### src/rtl/de0_nano_demo_top.sv
// DE0-Nano serial-system-bus demo top.
// A debounced KEY[1] press runs one bit-serial bus transaction from an internal
// master to one of three slaves (two 16x8 register memories and a UART bridge)
// and shows the transferred byte on LED. Bridge writes leave as two UART bytes.
// Optional build macro DEMO_UART_PARITY_EN adds an even-parity bit to every UART byte.
module de0_nano_demo_top #(
    parameter int         BAUD_DIV        = 434,
    parameter int         DEBOUNCE_CYCLES = 16,
    parameter logic [3:0] DEMO_ADDR       = 4'h0
) (
    input  logic       CLOCK_50,
    input  logic [1:0] KEY,
    input  logic [3:0] SW,
    output logic [7:0] LED,
    input  logic       GPIO_0_BRIDGE_M_RX,
    output logic       GPIO_0_BRIDGE_M_TX,
    input  logic       GPIO_0_BRIDGE_S_RX,
    output logic       GPIO_0_BRIDGE_S_TX
);

`ifdef DEMO_UART_PARITY_EN
    localparam int FRAME_BITS = 11;
`else
    localparam int FRAME_BITS = 10;
`endif
    localparam int TOTAL_BITS = 2 * FRAME_BITS;
    localparam int TXB_W      = $clog2(TOTAL_BITS);
    localparam int BAUD_W     = $clog2(BAUD_DIV);
    localparam int DB_W       = $clog2(DEBOUNCE_CYCLES + 1);

    typedef enum logic [2:0] {S_IDLE, S_SEL, S_ADDR, S_WDATA, S_RDATA, S_DONE} state_t;

`ifdef DEMO_UART_PARITY_EN
    function automatic logic even_parity(input logic [7:0] b);
        return ^b;
    endfunction

    function automatic logic [FRAME_BITS-1:0] uart_frame(input logic [7:0] b);
        return {1'b1, even_parity(b), b, 1'b0};
    endfunction
`else
    function automatic logic [FRAME_BITS-1:0] uart_frame(input logic [7:0] b);
        return {1'b1, b, 1'b0};
    endfunction
`endif

    logic w_clk;
    logic w_rst;
    logic w_unused_rx;
    assign w_clk       = CLOCK_50;
    assign w_rst       = ~KEY[0];
    assign w_unused_rx = GPIO_0_BRIDGE_M_RX ^ GPIO_0_BRIDGE_S_RX;

    // key conditioning
    logic            r_key_meta, r_key_sync, r_armed, r_trig;
    logic [DB_W-1:0] r_db_cnt;
    // master FSM
    state_t          r_state;
    logic [2:0]      r_cnt;
    logic            r_is_read;
    logic [1:0]      r_target, r_last_slave;
    logic [7:0]      r_wdata, r_m_shift, r_m_rdata, r_led;
    // slaves
    logic [3:0]      r_s_addr;
    logic [7:0]      r_s_data, r_s_out, r_shadow;
    logic [7:0]      r_mem1 [16];
    logic [7:0]      r_mem2 [16];
    // bridge UART
    logic                  r_tx, r_tx_busy;
    logic [TOTAL_BITS-1:0] r_tx_shift;
    logic [TXB_W-1:0]      r_tx_bits;
    logic [BAUD_W-1:0]     r_baud;

    logic                  w_bus;
    logic [3:0]            w_addr_full;
    logic [7:0]            w_rd_byte;
    logic                  w_uart_load;
    logic [TOTAL_BITS-1:0] w_frame;

    // Serial bus line: master drives address/write data, slave drives read data.
    always_comb begin
        w_bus = 1'b1;
        case (r_state)
            S_ADDR, S_WDATA: w_bus = r_m_shift[0];
            S_RDATA:         w_bus = r_s_out[0];
            default:         w_bus = 1'b1;
        endcase
    end

    // Slave-side decode: assembled address and the byte a read returns.
    always_comb begin
        w_addr_full = {w_bus, r_s_addr[3:1]};
        case (r_target)
            2'd1:    w_rd_byte = r_mem1[w_addr_full];
            2'd2:    w_rd_byte = r_mem2[w_addr_full];
            default: w_rd_byte = r_shadow;
        endcase
    end

    assign w_uart_load = (r_state == S_DONE) && !r_is_read && (r_target == 2'd3);
    assign w_frame     = {uart_frame(r_s_data), uart_frame({4'h0, r_s_addr})};

    // KEY[1] synchronizer and debouncer; one trigger per press, re-armed on release.
    always_ff @(posedge w_clk or posedge w_rst) begin
        if (w_rst) begin
            r_key_meta <= 1'b1;
            r_key_sync <= 1'b1;
            r_armed    <= 1'b1;
            r_trig     <= 1'b0;
            r_db_cnt   <= {DB_W{1'b0}};
        end else begin
            r_key_meta <= KEY[1];
            r_key_sync <= r_key_meta;
            r_trig     <= 1'b0;
            if (r_key_sync) begin
                r_armed  <= 1'b1;
                r_db_cnt <= {DB_W{1'b0}};
            end else if (r_armed) begin
                if (r_db_cnt == DB_W'(DEBOUNCE_CYCLES - 1)) begin
                    r_trig   <= 1'b1;
                    r_armed  <= 1'b0;
                    r_db_cnt <= {DB_W{1'b0}};
                end else begin
                    r_db_cnt <= r_db_cnt + 1'b1;
                end
            end
        end
    end

    // Bus master FSM: decode, shift address and data LSB first, latch result on LED.
    always_ff @(posedge w_clk or posedge w_rst) begin
        if (w_rst) begin
            r_state      <= S_IDLE;
            r_cnt        <= 3'd0;
            r_is_read    <= 1'b0;
            r_target     <= 2'd1;
            r_last_slave <= 2'd1;
            r_wdata      <= 8'h00;
            r_m_shift    <= 8'h00;
            r_m_rdata    <= 8'h00;
            r_led        <= 8'h00;
        end else begin
            case (r_state)
                S_IDLE: begin
                    if (r_trig) begin
                        r_wdata   <= {4{SW[1:0]}};
                        r_is_read <= (SW[3:2] == 2'b11);
                        r_target  <= (SW[3:2] == 2'b11) ? r_last_slave : (SW[3:2] + 2'd1);
                        r_state   <= S_SEL;
                    end
                end
                S_SEL: begin
                    // a bridge write waits here until the previous UART frame has left
                    if (!((r_target == 2'd3) && !r_is_read && r_tx_busy)) begin
                        r_m_shift <= {4'h0, DEMO_ADDR};
                        r_cnt     <= 3'd0;
                        r_state   <= S_ADDR;
                    end
                end
                S_ADDR: begin
                    r_m_shift <= {1'b0, r_m_shift[7:1]};
                    if (r_cnt == 3'd3) begin
                        r_cnt <= 3'd0;
                        if (r_is_read) begin
                            r_state <= S_RDATA;
                        end else begin
                            r_m_shift <= r_wdata;
                            r_state   <= S_WDATA;
                        end
                    end else begin
                        r_cnt <= r_cnt + 3'd1;
                    end
                end
                S_WDATA: begin
                    r_m_shift <= {1'b0, r_m_shift[7:1]};
                    r_cnt     <= r_cnt + 3'd1;
                    if (r_cnt == 3'd7) begin
                        r_state <= S_DONE;
                    end
                end
                S_RDATA: begin
                    r_m_rdata <= {w_bus, r_m_rdata[7:1]};
                    r_cnt     <= r_cnt + 3'd1;
                    if (r_cnt == 3'd7) begin
                        r_state <= S_DONE;
                    end
                end
                S_DONE: begin
                    if (r_is_read) begin
                        r_led <= r_m_rdata;
                    end else begin
                        r_led        <= r_wdata;
                        r_last_slave <= r_target;
                    end
                    r_state <= S_IDLE;
                end
                default: r_state <= S_IDLE;
            endcase
        end
    end

    // Slave side: collect address and write data from the bus, serve reads, commit writes.
    always_ff @(posedge w_clk or posedge w_rst) begin
        if (w_rst) begin
            r_s_addr <= 4'h0;
            r_s_data <= 8'h00;
            r_s_out  <= 8'h00;
            r_shadow <= 8'h00;
            for (int i = 0; i < 16; i++) begin
                r_mem1[i] <= 8'h00;
                r_mem2[i] <= 8'h00;
            end
        end else begin
            case (r_state)
                S_ADDR: begin
                    r_s_addr <= w_addr_full;
                    if ((r_cnt == 3'd3) && r_is_read) begin
                        r_s_out <= w_rd_byte;
                    end
                end
                S_WDATA: r_s_data <= {w_bus, r_s_data[7:1]};
                S_RDATA: r_s_out  <= {1'b0, r_s_out[7:1]};
                S_DONE: begin
                    if (!r_is_read) begin
                        case (r_target)
                            2'd1:    r_mem1[r_s_addr] <= r_s_data;
                            2'd2:    r_mem2[r_s_addr] <= r_s_data;
                            2'd3:    r_shadow <= r_s_data;
                            default: r_shadow <= r_shadow;
                        endcase
                    end
                end
                default: r_s_addr <= r_s_addr;
            endcase
        end
    end

    // Bridge UART transmitter: sends the address byte then the data byte back to back.
    always_ff @(posedge w_clk or posedge w_rst) begin
        if (w_rst) begin
            r_tx       <= 1'b1;
            r_tx_busy  <= 1'b0;
            r_tx_shift <= {TOTAL_BITS{1'b1}};
            r_tx_bits  <= {TXB_W{1'b0}};
            r_baud     <= {BAUD_W{1'b0}};
        end else if (w_uart_load) begin
            r_tx       <= w_frame[0];
            r_tx_busy  <= 1'b1;
            r_tx_shift <= {1'b1, w_frame[TOTAL_BITS-1:1]};
            r_tx_bits  <= TXB_W'(TOTAL_BITS - 1);
            r_baud     <= {BAUD_W{1'b0}};
        end else if (r_tx_busy) begin
            if (r_baud == BAUD_W'(BAUD_DIV - 1)) begin
                r_baud <= {BAUD_W{1'b0}};
                if (r_tx_bits == {TXB_W{1'b0}}) begin
                    r_tx_busy <= 1'b0;
                    r_tx      <= 1'b1;
                end else begin
                    r_tx       <= r_tx_shift[0];
                    r_tx_shift <= {1'b1, r_tx_shift[TOTAL_BITS-1:1]};
                    r_tx_bits  <= r_tx_bits - 1'b1;
                end
            end else begin
                r_baud <= r_baud + 1'b1;
            end
        end else begin
            r_tx <= 1'b1;
        end
    end

    assign LED                = r_led;
    assign GPIO_0_BRIDGE_S_TX = r_tx;
    assign GPIO_0_BRIDGE_M_TX = 1'b1;

endmodule

### config.mk
export PLATFORM = sky130hd
export DESIGN_NAME = de0_nano_demo_top
export DESIGN_NICKNAME = d
export VERILOG_FILES = /design/src/rtl/de0_nano_demo_top.sv
export SDC_FILE = /design/constraint.sdc
export NUM_CORES = 1
export LEC_CHECK = 0
export BUFFER_PORTS_ARGS = -buffer_cell sky130_fd_sc_hd__buf_2
export CAP_MARGIN = 15
export CORE_ASPECT_RATIO = 1.25
export CORE_MARGIN = 2
export CORE_UTILIZATION = 50
export DETAILED_ROUTE_END_ITERATION = 7
export PLACE_DENSITY = 0.68
export SLEW_MARGIN = 20
export SYNTH_ARGS = -nofsm -noshare
export SYNTH_HDL_FRONTEND = slang
export SYNTH_SLANG_ARGS = --single-unit
### constraint.sdc
create_clock -name CLOCK_50 -period 1.83 [get_ports CLOCK_50]
set_input_delay 0.4575 -clock CLOCK_50 [delete_from_list [all_inputs] [get_ports CLOCK_50]]
set_output_delay 0.4575 -clock CLOCK_50 [all_outputs]
set_load 0.03 [all_outputs]
### After elaboration in Yosys (flattened, before gate mapping)

Cells that the tools add are included.

* add/sub/neg operators: 5
* order comparisons: 3
* eq/ne operators: 20
* multiplexer cells: 57
* bitwise logic cells: 3
* reduce and logical (&&, ||, !) cells: 27

Operator list (count)
* 128-bit bitwise mux: 2
* 20-bit 2-to-1 mux: 4
* 8-bit 2-to-1 mux: 10
* 8-bit binary-select mux with 4-bit select: 2
* 5-bit 2-to-1 mux: 7
* 8-bit demux with 4-bit select: 1
* 8-bit one-hot mux with 2 select lines: 2
* 9-bit 2-to-1 mux: 3
* 8-bit one-hot mux with 3 select lines: 1
* 3-bit 2-to-1 mux: 7
* 1-bit 2-to-1 mux: 14
* 3-bit one-hot mux with 4 select lines: 1
* 3-bit AND reduction: 4
* 5-bit greater-or-equal comparator (second input constant): 2
* 2-bit != test (second input constant): 5
* 4-bit NOT with 5-bit output: 2
* 2-bit AND reduction: 5
* 9-bit by 1-bit adder with 9-bit output (second input constant): 1
* 3-bit by 2-bit equality test with 1-bit output (second input constant): 3
* 3-bit equality test (second input constant): 3
* 9-bit equality test (second input constant): 1
* 3-bit one-hot mux with 3 select lines: 1
* 2-bit nonzero test: 4
* 2-bit equality test (second input constant): 3
* 20 further kinds: 27

* bits in registers: 372
* input port bits: 9
* word-level logic and storage cells: 170

### Longest topological paths before layout

* depth in word-level cells: 10
* mapped depth: 8
* gate-level depth less buffers: 7

### Worst setup path after synthesis

Ideal clock, no wire load.

* kind: register to register
* start point: reg r_state[1]
* end point: reg r_mem2[120] (netlist name)
* arrival: 1.837 ns
* slack: -0.132 ns
* cell stages (with the launch flop): 8
* buffers on the path: 3
* period minus slack after synthesis: 1.962 ns
* cell sequence: dfrtp_1 buf_2 and4bb_1 buf_4 nand2_2 buf_6 nor4_4 mux2_2

* longest elaborated chain between the ends: 2

RTL lines
* from (decl): line 58 `state_t r_state;`
* from (signal assigned): line 133 `r_state <= S_IDLE;`
* from (signal assigned): line 149 `r_state <= S_SEL;`
* from (signal assigned): line 157 `r_state <= S_ADDR;`
* 3-bit equality test: line 214 `case (r_state)`
* 3-bit AND reduction (no line)
* to (signal, indexed assignment): line 227 `2'd2: r_mem2[r_s_addr] <= r_s_data;`
* to (decl): line 67 `logic [7:0] r_mem2 [16];`

No other way between the ends.
A chain may end at the register's enable or synchronous reset.

### Final worst setup path

* start point: reg r_state[1]
* end point: reg r_mem1[32] (netlist name)

* longest elaborated chain between the ends: 2

RTL lines
* 3-bit equality test: line 214
* 3-bit AND reduction (no line)
* to (signal, indexed assignment): line 226 `2'd1: r_mem1[r_s_addr] <= r_s_data;`
* to (decl): line 66 `logic [7:0] r_mem1 [16];`

No other way between the ends.

==> key figures <==
Status
  – Run status: complete, but fails checks
  – Violated checks: setup timing

Route
  – DRC violations left: 0
  – Via count: 11583
  – Wirelength per Cell: 22.4 um
  – Routed WL: 43.8 mm
  – Post-DR vias/cell: 5.92
  – Routed Antenna Nets: 0
  – Initial DRC Count: 725
  – TritonRoute pass-1 iters: 7

Clock network
  – CTS tree: done
  – CTS Buffer Depth: 3
  – H-tree Lvls: 2
  – CTS root buffer: clkbuf_16
  – Number of buffers created by CTS: 39
  – Clk_lat worst skew: 540 ps
  – CTS sink count: 364
  – Clock transition at path regs: 60 ps

Yosys
  – Area contributors post-synth: dfrtp_1, mux2_2, mux2i_1
  – Commonest cells post-synth: dfrtp_1, mux2_2, mux2i_1
  – Gate Count Post-Synth: 1329
  – YS warnings: 0
  – Syn Nets: 1351
  – Post-synth EDFFs: 0
  – Synth Cell Area: 0.0168 mm2
  – Synth Flop Type: dfrtp_1
  – Fraction of registers with async set/reset: 1.00
  – Synth Area per Inst: 12.6 um2
  – #FFs+latches synth: 364
  – Library cells used by synthesis: 52
  – Yosys top cell area share: 0.507
  – Post-synthesis sequential area ratio: 0.545
  – Leading area contributor after synthesis: dfrtp_1
  – Count leader, synth: dfrtp_1

Floorplanning
  – Die height: 209 um
  – Die extent in x: 168 um
  – Area of the die: 0.0350 mm2
  – Rows: 75
  – Core area: 0.0333 mm2
  – IO Count: 19
  – Initial cell density of the core: 0.503

Timing
  – Final setup viols: 246
  – TNS Setup: -17180 ps
  – Final Worst Setup Slack: -147 ps
  – Peak Freq: 506 MHz
  – RSZ-0062 raised after global routing: true
  – Final Critical Period: 1980 ps
  – Max-slew violations: 0
  – Hold Worst Slack: 137 ps
  – Hold Fails Final Rpt: 0
  – Final period util: 1.08
  – Clock Skew: 21.5 ps

Flow run
  – Max-Cap Viols: 0

Power
  – Max VDD drop: 741 uV
  – Cell internal pwr: 0.0128 W
  – Pwr per Cell Area: 745 mW/mm2
  – Clk pwr share: 0.487
  – Switching power: 0.00345 W
  – Seq pwr share: 0.496
  – Comb power frac: 0.017
  – Leak: 10.1 nW
  – Sw Ratio: 0.212

GRT
  – Tot GR Track Use: 0.247
  – GRT Residual Overflow: 0
  – Largest net degree at the start of global routing: 75
  – Initial antenna violation count: 0
  – Vias in the first global route: 11976
  – First-pass GRT wire length: 67.9 mm

Finish
  – Filler cells: 2330
  – Proportion of layout cells with a drive suffix above 1: 0.477
  – Layout area overhead: 30.4%
  – Final net count: 1525
  – Post-layout util: 0.656
  – Antenna Cells: 0

Worst setup path
  – WP data arrival: 2400 ps
  – Req. time, crit path: 2250 ps
  – Max Fanout on Critical Path: 8
  – Worst Setup End Kind: register
  – Startpoint Class: register
  – Worst Setup Path Type: register to register

Min path
  – Worst hold path class: primary input to register

Place
  – IO buf count: 15
  – Gpl congestion: 0.872
  – HPWL after detailed placement: 27.0 mm
## power by group through the flow
| stage | sequential (W) | clock [W] | combinational [W] |
|---|---|---|---|
| 6_report | 0.00808 | 0.00794 | 0.000270 |
| 5_1_grt | 0.00808 | 0.00835 | 0.000309 |
| 4_1_cts | 0.00808 | 0.00804 | 0.000277 |
| 3_5_place_dp | 0.00822 | 0 | 0.000270 |
| 3_3_place_gp | 0.00822 | 0 | 0.000266 |
| 2_1_floorplan | 0.00822 | 0 | 0.0000405 |
## final cells by class
class | instances | area [um2] | share of cell area
multi-input cells | 870 | 8380 | 0.383
well taps | 423 | 529 | 0.0242
flip-flops and latches | 364 | 9150 | 0.418
repair buffers | 216 | 2480 | 0.113
clock buffers | 57 | 1170 | 0.0533
inverters | 12 | 45.0 | 0.00206
clock inverters | 13 | 115 | 0.00526
## stage by stage
| stage | power, W | instance area (um2) | cells | setup slack (ps) |
|---|---|---|---|---|
| detailed placement | 0.00849 | 18900 | 1842 | -338 |
| CTS | 0.0164 | 21200 | 1931 | -143 |
| global route | 0.0167 | 21900 | 1955 | -250 |
| floorplan | 0.00826 | 17000 | 1329 | -107 |
| global placement | 0.00849 | 18900 | 1842 | -302 |
| finish | 0.0163 | 21900 | 1955 | -147 |
## worst paths after layout
path / start / end / slack, ps / depth (start not counted)
hold reg to reg: r_key_meta / r_key_sync / 360 / 0
max in group asynchronous: KEY[0] / r_target[0] / 680 / 4
min in group asynchronous: KEY[0] / r_mem1[68] / 400 / 2
setup reg to reg: r_state[1] / r_mem1[32] / -150 / 8
hold / removal: SW[0] / r_wdata[6] / 140 / 3
setup / recovery: r_state[1] / r_mem1[32] / -150 / 8
## worst max-delay path, cell delays in order, from the launching register on
cell	delay (ps)
dfrtp_1	400
buf_6	130
and4bb_4	360
buf_6	140
nand2_8	60
nor2_4	210
nand3_2	110
buf_6	180
mux2_2	280
## what timing repair did
| item | CTS | global route |
|---|---|---|
| gates cloned | 7 | 2 |
| setup endpoints to repair | 311 | 318 |
| pin swaps | 39 | 61 |
| resized for setup | 181 | 118 |
| hold buffers | 2 | 0 |
| endpoints found under the hold margin | 23 | 0 |
| buffers inserted | 14 | 29 |
## cell usage in the layout (no fill, tap or decap), types with 9 or more instances in the layout
master / instances
clkinv_2: 11
nand2_1: 92
dfrtp_1: 336
ha_1: 9
mux2_2: 196
nand2_2: 10
nand2_8: 9
o21ai_0: 21
nand3_2: 17
nand3_1: 29
mux2_4: 77
dfstp_2: 24
clkbuf_16: 43
buf_4: 109
buf_12: 43
a22oi_2: 47
nor2_1: 25
buf_2: 14
mux2i_1: 145
a22oi_1: 25
a21oi_1: 23
inv_1: 11
o21ai_1: 19
buf_6: 32
## flip-flops by register name, indices dropped and copies added (netlist names), 2 cells and up
register      cells
LED               8
r_s_out           8
r_baud            9
r_shadow          8
r_tx_bits         5
r_mem2          128
r_mem1          128
r_target          2
r_m_shift         8
r_cnt             3
r_tx_shift       18
r_last_slave      2
r_db_cnt          5
r_wdata           2
r_state           3
r_s_addr          4
r_s_data          8
r_m_rdata         8
## per-layer routing
layer / up-vias / wire length [um] / part of all wire / global-route usage
met5: - / 0 / 0 / 0
met4: 0 / 1870 / 0.043 / 0.102
met3: 107 / 1570 / 0.036 / 0.0400
met2: 267 / 22400 / 0.51 / 0.429
met1: 6060 / 18000 / 0.41 / 0.309
li1: 5149 / - / - / -
## cells by family (layout without fill, tap and decap cells)
kind of cell    after synthesis  after routing  share of synthesized area
compound gates              162            162                     0.0647
mux                         420            420                      0.271
flops                       364            364                      0.545
fa+ha+maj                    13             13                    0.00970
other cells                   1              1                   0.000224
buf+inv                      96            298                     0.0243
simple gates                268            269                     0.0824
xor+xnor                      5              5                    0.00261
No activity file was read; power rests on OpenSTA's default activity.
